File: src/rtl/arb_8_rr.sv
// arb_8_rr: 8-requester arbiter with a bounded grant hold time.
// Optional feature macro: ARB_RR_EN selects round-robin arbitration;
// when it is undefined, arbitration is fixed priority (req[0] highest).
// A grant lasts until the holder pulses rel, withdraws its request, or
// holds the grant for TIMEOUT cycles. At least one idle cycle always
// separates two grants.

module arb_8_rr #(
    parameter int unsigned TIMEOUT = 16
) (
    input  logic       clk,
    input  logic       rst_n,
    input  logic [7:0] req,
    input  logic       rel,
    output logic [7:0] gnt,
    output logic [2:0] gnt_id,
    output logic       busy,
    output logic       timeout
);

    localparam int unsigned N     = 8;
    localparam int unsigned IDW   = 3;
    localparam int unsigned CNT_W = (TIMEOUT > 1) ? $clog2(TIMEOUT) : 1;

    typedef enum logic {
        IDLE  = 1'b0,
        GRANT = 1'b1
    } state_e;

    state_e             state_q, state_d;
    logic [N-1:0]       gnt_q, gnt_d;
    logic [IDW-1:0]     gnt_id_q, gnt_id_d;
    logic               busy_q, busy_d;
    logic               timeout_q, timeout_d;
    logic [CNT_W-1:0]   cnt_q, cnt_d;

    logic               win_found;
    logic [IDW-1:0]     win_id;

    logic               rel_withdraw;
    logic               rel_limit;

`ifdef ARB_RR_EN
    logic [IDW-1:0]     ptr_q, ptr_d;
    logic [IDW-1:0]     rr_idx;

    // Round-robin winner: first set request searching upward from ptr, wrapping.
    always_comb begin
        win_found = 1'b0;
        win_id    = '0;
        rr_idx    = '0;
        for (int unsigned k = 0; k < N; k++) begin
            rr_idx = ptr_q + IDW'(k);
            if (!win_found && req[rr_idx]) begin
                win_found = 1'b1;
                win_id    = rr_idx;
            end
        end
    end
`else
    // Fixed-priority winner: lowest-indexed set request.
    always_comb begin
        win_found = 1'b0;
        win_id    = '0;
        for (int unsigned k = 0; k < N; k++) begin
            if (!win_found && req[k]) begin
                win_found = 1'b1;
                win_id    = IDW'(k);
            end
        end
    end
`endif

    // Release conditions of the current holder.
    assign rel_withdraw = !req[gnt_id_q];
    assign rel_limit    = (cnt_q == CNT_W'(TIMEOUT - 1));

    // Next-state and registered-output logic.
    always_comb begin
        state_d   = state_q;
        gnt_d     = gnt_q;
        gnt_id_d  = gnt_id_q;
        busy_d    = busy_q;
        timeout_d = 1'b0;
        cnt_d     = cnt_q;
`ifdef ARB_RR_EN
        ptr_d     = ptr_q;
`endif
        case (state_q)
            IDLE: begin
                gnt_d    = '0;
                gnt_id_d = '0;
                busy_d   = 1'b0;
                cnt_d    = '0;
                if (win_found) begin
                    state_d  = GRANT;
                    gnt_d    = N'(1) << win_id;
                    gnt_id_d = win_id;
                    busy_d   = 1'b1;
`ifdef ARB_RR_EN
                    ptr_d    = win_id + IDW'(1);
`endif
                end
            end
            GRANT: begin
                if (rel || rel_withdraw || rel_limit) begin
                    state_d   = IDLE;
                    gnt_d     = '0;
                    gnt_id_d  = '0;
                    busy_d    = 1'b0;
                    cnt_d     = '0;
                    // Pulse only when the hold limit alone ended the grant.
                    timeout_d = rel_limit && !rel && !rel_withdraw;
                end else begin
                    cnt_d = cnt_q + CNT_W'(1);
                end
            end
            default: begin
                state_d  = IDLE;
                gnt_d    = '0;
                gnt_id_d = '0;
                busy_d   = 1'b0;
                cnt_d    = '0;
            end
        endcase
    end

    // State and output registers.
    always_ff @(posedge clk or negedge rst_n) begin
        if (!rst_n) begin
            state_q   <= IDLE;
            gnt_q     <= '0;
            gnt_id_q  <= '0;
            busy_q    <= 1'b0;
            timeout_q <= 1'b0;
            cnt_q     <= '0;
        end else begin
            state_q   <= state_d;
            gnt_q     <= gnt_d;
            gnt_id_q  <= gnt_id_d;
            busy_q    <= busy_d;
            timeout_q <= timeout_d;
            cnt_q     <= cnt_d;
        end
    end

`ifdef ARB_RR_EN
    // Round-robin pointer register.
    always_ff @(posedge clk or negedge rst_n) begin
        if (!rst_n) begin
            ptr_q <= '0;
        end else begin
            ptr_q <= ptr_d;
        end
    end
`endif

    assign gnt     = gnt_q;
    assign gnt_id  = gnt_id_q;
    assign busy    = busy_q;
    assign timeout = timeout_q;

endmodule

File: config.mk
export PLATFORM = sky130hd
export DESIGN_NAME = arb_8_rr
export DESIGN_NICKNAME = d
export VERILOG_FILES = /design/src/rtl/arb_8_rr.sv
export SDC_FILE = /design/constraint.sdc
export NUM_CORES = 1
export LEC_CHECK = 0
export ABC_AREA = 1
export CAP_MARGIN = 20
export CORE_ASPECT_RATIO = 1.5
export CORE_MARGIN = 1
export CORE_UTILIZATION = 24
export DETAILED_ROUTE_END_ITERATION = 16
export PLACE_DENSITY = 0.42
export SLEW_MARGIN = 15
export SYNTH_ARGS = -nofsm -noshare
export SYNTH_HDL_FRONTEND = slang
export SYNTH_SLANG_ARGS = --single-unit
export TNS_END_PERCENT = 20
File: constraint.sdc
create_clock -name clk -period 1.5 [get_ports clk]
set_input_delay 0.3 -clock clk [delete_from_list [all_inputs] [get_ports clk]]
set_output_delay 0.3 -clock clk [all_outputs]
set_load 0.005 [all_outputs]
==> results.py <==
metrics = {
    "power": {
        "ir_drop_mv": 0.4391,
        "p_leak_nw": 0.7342,
        "power_density_mw_per_mm2": 1092,
    },
    "sta": {
        "finalHoldViolCount": 0,
        "fin_ws_ns": 0.06870,
        "final-max-slew-violation-count": 0,
        "fmax_mhz": 698.7,
        "fin_skew_ns": 0.006228,
        "setup_viol": 0,
        "fin_crit_sh_pct": 95.42,
        "timing.hold.ws_ns": 0.3722,
        "min_period_ns": 1.431,
        "max-slew-margin-rel_pct": 84.00,
        "rsz0062_at_grt": "yes",
        "tightest_slew_ns": 0.2400,
    },
    "worst_setup_path": {
        "worstSetupStartpointType": "flip-flop",
        "end_kind": "output port",
        "cp.arrival_ns": 1.13,
        "slowest_stage": "clkdlybuf4s50_1",
        "r2r_cells": 9,
        "reg2reg_slack_ns": 0.09,
        "max_stage_delay_ns": 0.51,
        "critPathKind": "flip-flop to output port",
        "critPathTopFamily": "buffers and inverters",
        "critPathMaxFanout": 2,
        "cp_num_buf_inv": 1,
        "crit_chain": "clkdlybuf4s50_1",
        "cp_data_required_time_ns": 1.20,
        "crit_cells": 1,
        "worstReg2RegStart": "gnt_id[0]",
        "reg2reg_to": "gnt[1]",
    },
    "logic_synthesis": {
        "synth_area_um2": 934.6,
        "yosysUniqueCellTypes": 23,
        "ys_ff_latch": 18,
        "synth_top_area_share_pct": 48.19,
        "synthCells": 112,
        "syn_area_per_cell_um2": 8.345,
        "ys_top_cells_by_area": "dfrtp_1, nand2_1, nand4_1, nand3_1, nor2_1",
        "yosysSeqAreaShare_pct": 48.19,
        "yosys.area.top_type": "dfrtp_1",
        "syn-num-nets": 124,
        "yosys_warnings": 0,
    },
    "route": {
        "route.detailed.drc": 0,
        "dr.first_iter.drc_count": 19,
        "num_vias": 922,
        "wl_per_cell_um": 12.36,
        "detail-route-antenna-nets": 0,
        "drt-total-wl_mm": 2.496,
        "dr.pass1.iters": 3,
        "via_per_inst": 4.564,
    },
    "clock_tree": {
        "clock_sinks": 18,
        "insertion_delay_ns": 0.25,
        "clock_path_buffers": 2,
        "cts_tree": "built",
        "root_buffer": "clkbuf_8",
        "htreeDepth": 1,
        "path_clk_slew_ns": 0.07,
        "cts_made_buffers": 3,
    },
    "floorplan": {
        "fp.dieW_um": 52.96,
        "rows": 27,
        "ios": 24,
        "core_region_area_mm2": 0.003682,
        "die_h_um": 78.43,
        "start_util_pct": 25.38,
        "die_area_mm2": 0.004153,
    },
    "place": {
        "dpl_worst_slack_ns": -0.1536,
        "dp_hpwl_mm": 2.065,
        "place.gp.congestion": 0.7706,
        "numPortBuffers": 23,
        "place_area_mm2": 0.001356,
    },
    "job": {
        "maxCapViolCount": 0,
    },
    "global_routing": {
        "grt.total_usage_pct": 14.45,
        "grt_pass1_vias": 1006,
        "grt-ovfl-total": 0,
        "grt_start_max_net_pins": 19,
        "antenna_found_initial": 0,
        "grt_pass1_wl_mm": 4.388,
    },
    "status": {
        "status": "finished clean",
    },
    "hold_path": {
        "hold_class": "primary input to async pin",
    },
    "final_layout": {
        "n_antenna_cell": 0,
        "fin_nets": 172,
        "final_cell_mix": "nand2_1, clkdlybuf4s50_1, buf_4, dfrtp_1, nand4_1",
        "synthToLayoutAreaGrowth_pct": 56.63,
        "n_fill_cell": 386,
        "stdcell_area_mm2": 0.001464,
        "final_common_cell": "nand2_1",
        "drive_gt1_share_pct": 25.79,
    },
}
-- how the worst max path moves through the flow --
stage                   start        end  slack [ns]
floorplan           gnt_id[0]  gnt_id[0]        0.32
global placement       req[2]  gnt_id[1]       -0.15
detailed placement     req[2]  gnt_id[1]       -0.15
CTS                 gnt_id[2]  gnt_id[2]        0.06
global route        gnt_id[0]     gnt[1]       -0.03
finish              gnt_id[0]  gnt_id[0]        0.07
-- sequential cells by signal, indices dropped and copies added (netlist names) --
signal and count:
gnt 8, cnt_q 4, timeout 1, busy 1, state_q 1, gnt_id 3
-- Yosys cell counts --
cell type / number
clkbuf_1: 1
o21ai_0: 2
or2_2: 1
nand3b_1: 3
nand2_1: 30
buf_6: 1
a21oi_4: 1
buf_4: 1
a21oi_1: 1
nor2_4: 1
nand4_1: 15
nand3_1: 11
nor2_2: 1
xor2_1: 1
inv_1: 8
nor2_1: 9
nand2_2: 1
buf_2: 1
dfrtp_1: 18
nand3_2: 1
inv_2: 2
xnor2_1: 1
ha_1: 1
-- where the power goes --
part           switching (mW)  leakage [nW]  internal (mW)
combinational           0.316         0.464          0.287
clock                   0.161        0.0288          0.233
sequential             0.0438         0.241          0.557
total                   0.521         0.734           1.08
-- cell families (layout without fill, tap and decap cells) --
| family | after synthesis | count (layout) | share of synthesized area [%] |
|---|---|---|---|
| AOI/OAI and AO/OA | 4 | 4 | 3.347 |
| xor gates and xnor gates | 2 | 2 | 1.875 |
| buffers and inverters | 14 | 61 | 6.961 |
| adders and majority gates | 1 | 1 | 1.338 |
| and+or+nand+nor | 73 | 73 | 38.29 |
| DFF | 18 | 18 | 48.19 |
-- routing by layer --
layer  vias to the layer above  share of wire [%]  global-route usage, %
met5                         -                  0                      0
met4                         0                3.4                  8.421
met3                         7                2.4                  1.163
met2                        22                 54                  25.19
met1                       426                 40                  16.39
li1                        467                  -                      -
-- cell type report --
class	instances	area (um2)	share of cell area, %
flip-flops and latches	18	451.7	30.85
multi-input cells	80	434.2	29.66
repair buffers	47	429.2	29.32
clock buffers	4	55.05	3.761
well taps	43	53.80	3.675
inverters	10	40.04	2.735
-- what timing repair did --
item / in CTS / in global routing
gates resized for setup: 2 / 11
hold buffers: 0 / 0
setup buffers: 1 / 1
pin swaps: 0 / 5
endpoints found under the setup margin: 2 / 15
-- metrics by stage --
step	power [mW]	setup TNS, ns	util (%)	std cells
after floorplan	0.8968	0	-	112
after global placement	1.172	-1.691	36.83	196
after detailed placement	1.175	-1.768	36.83	196
after CTS	1.587	0	38.53	201
after global routing	1.732	-0.1048	39.76	202
final	1.598	0	39.76	202
Power figures use the tool's default switching activity.
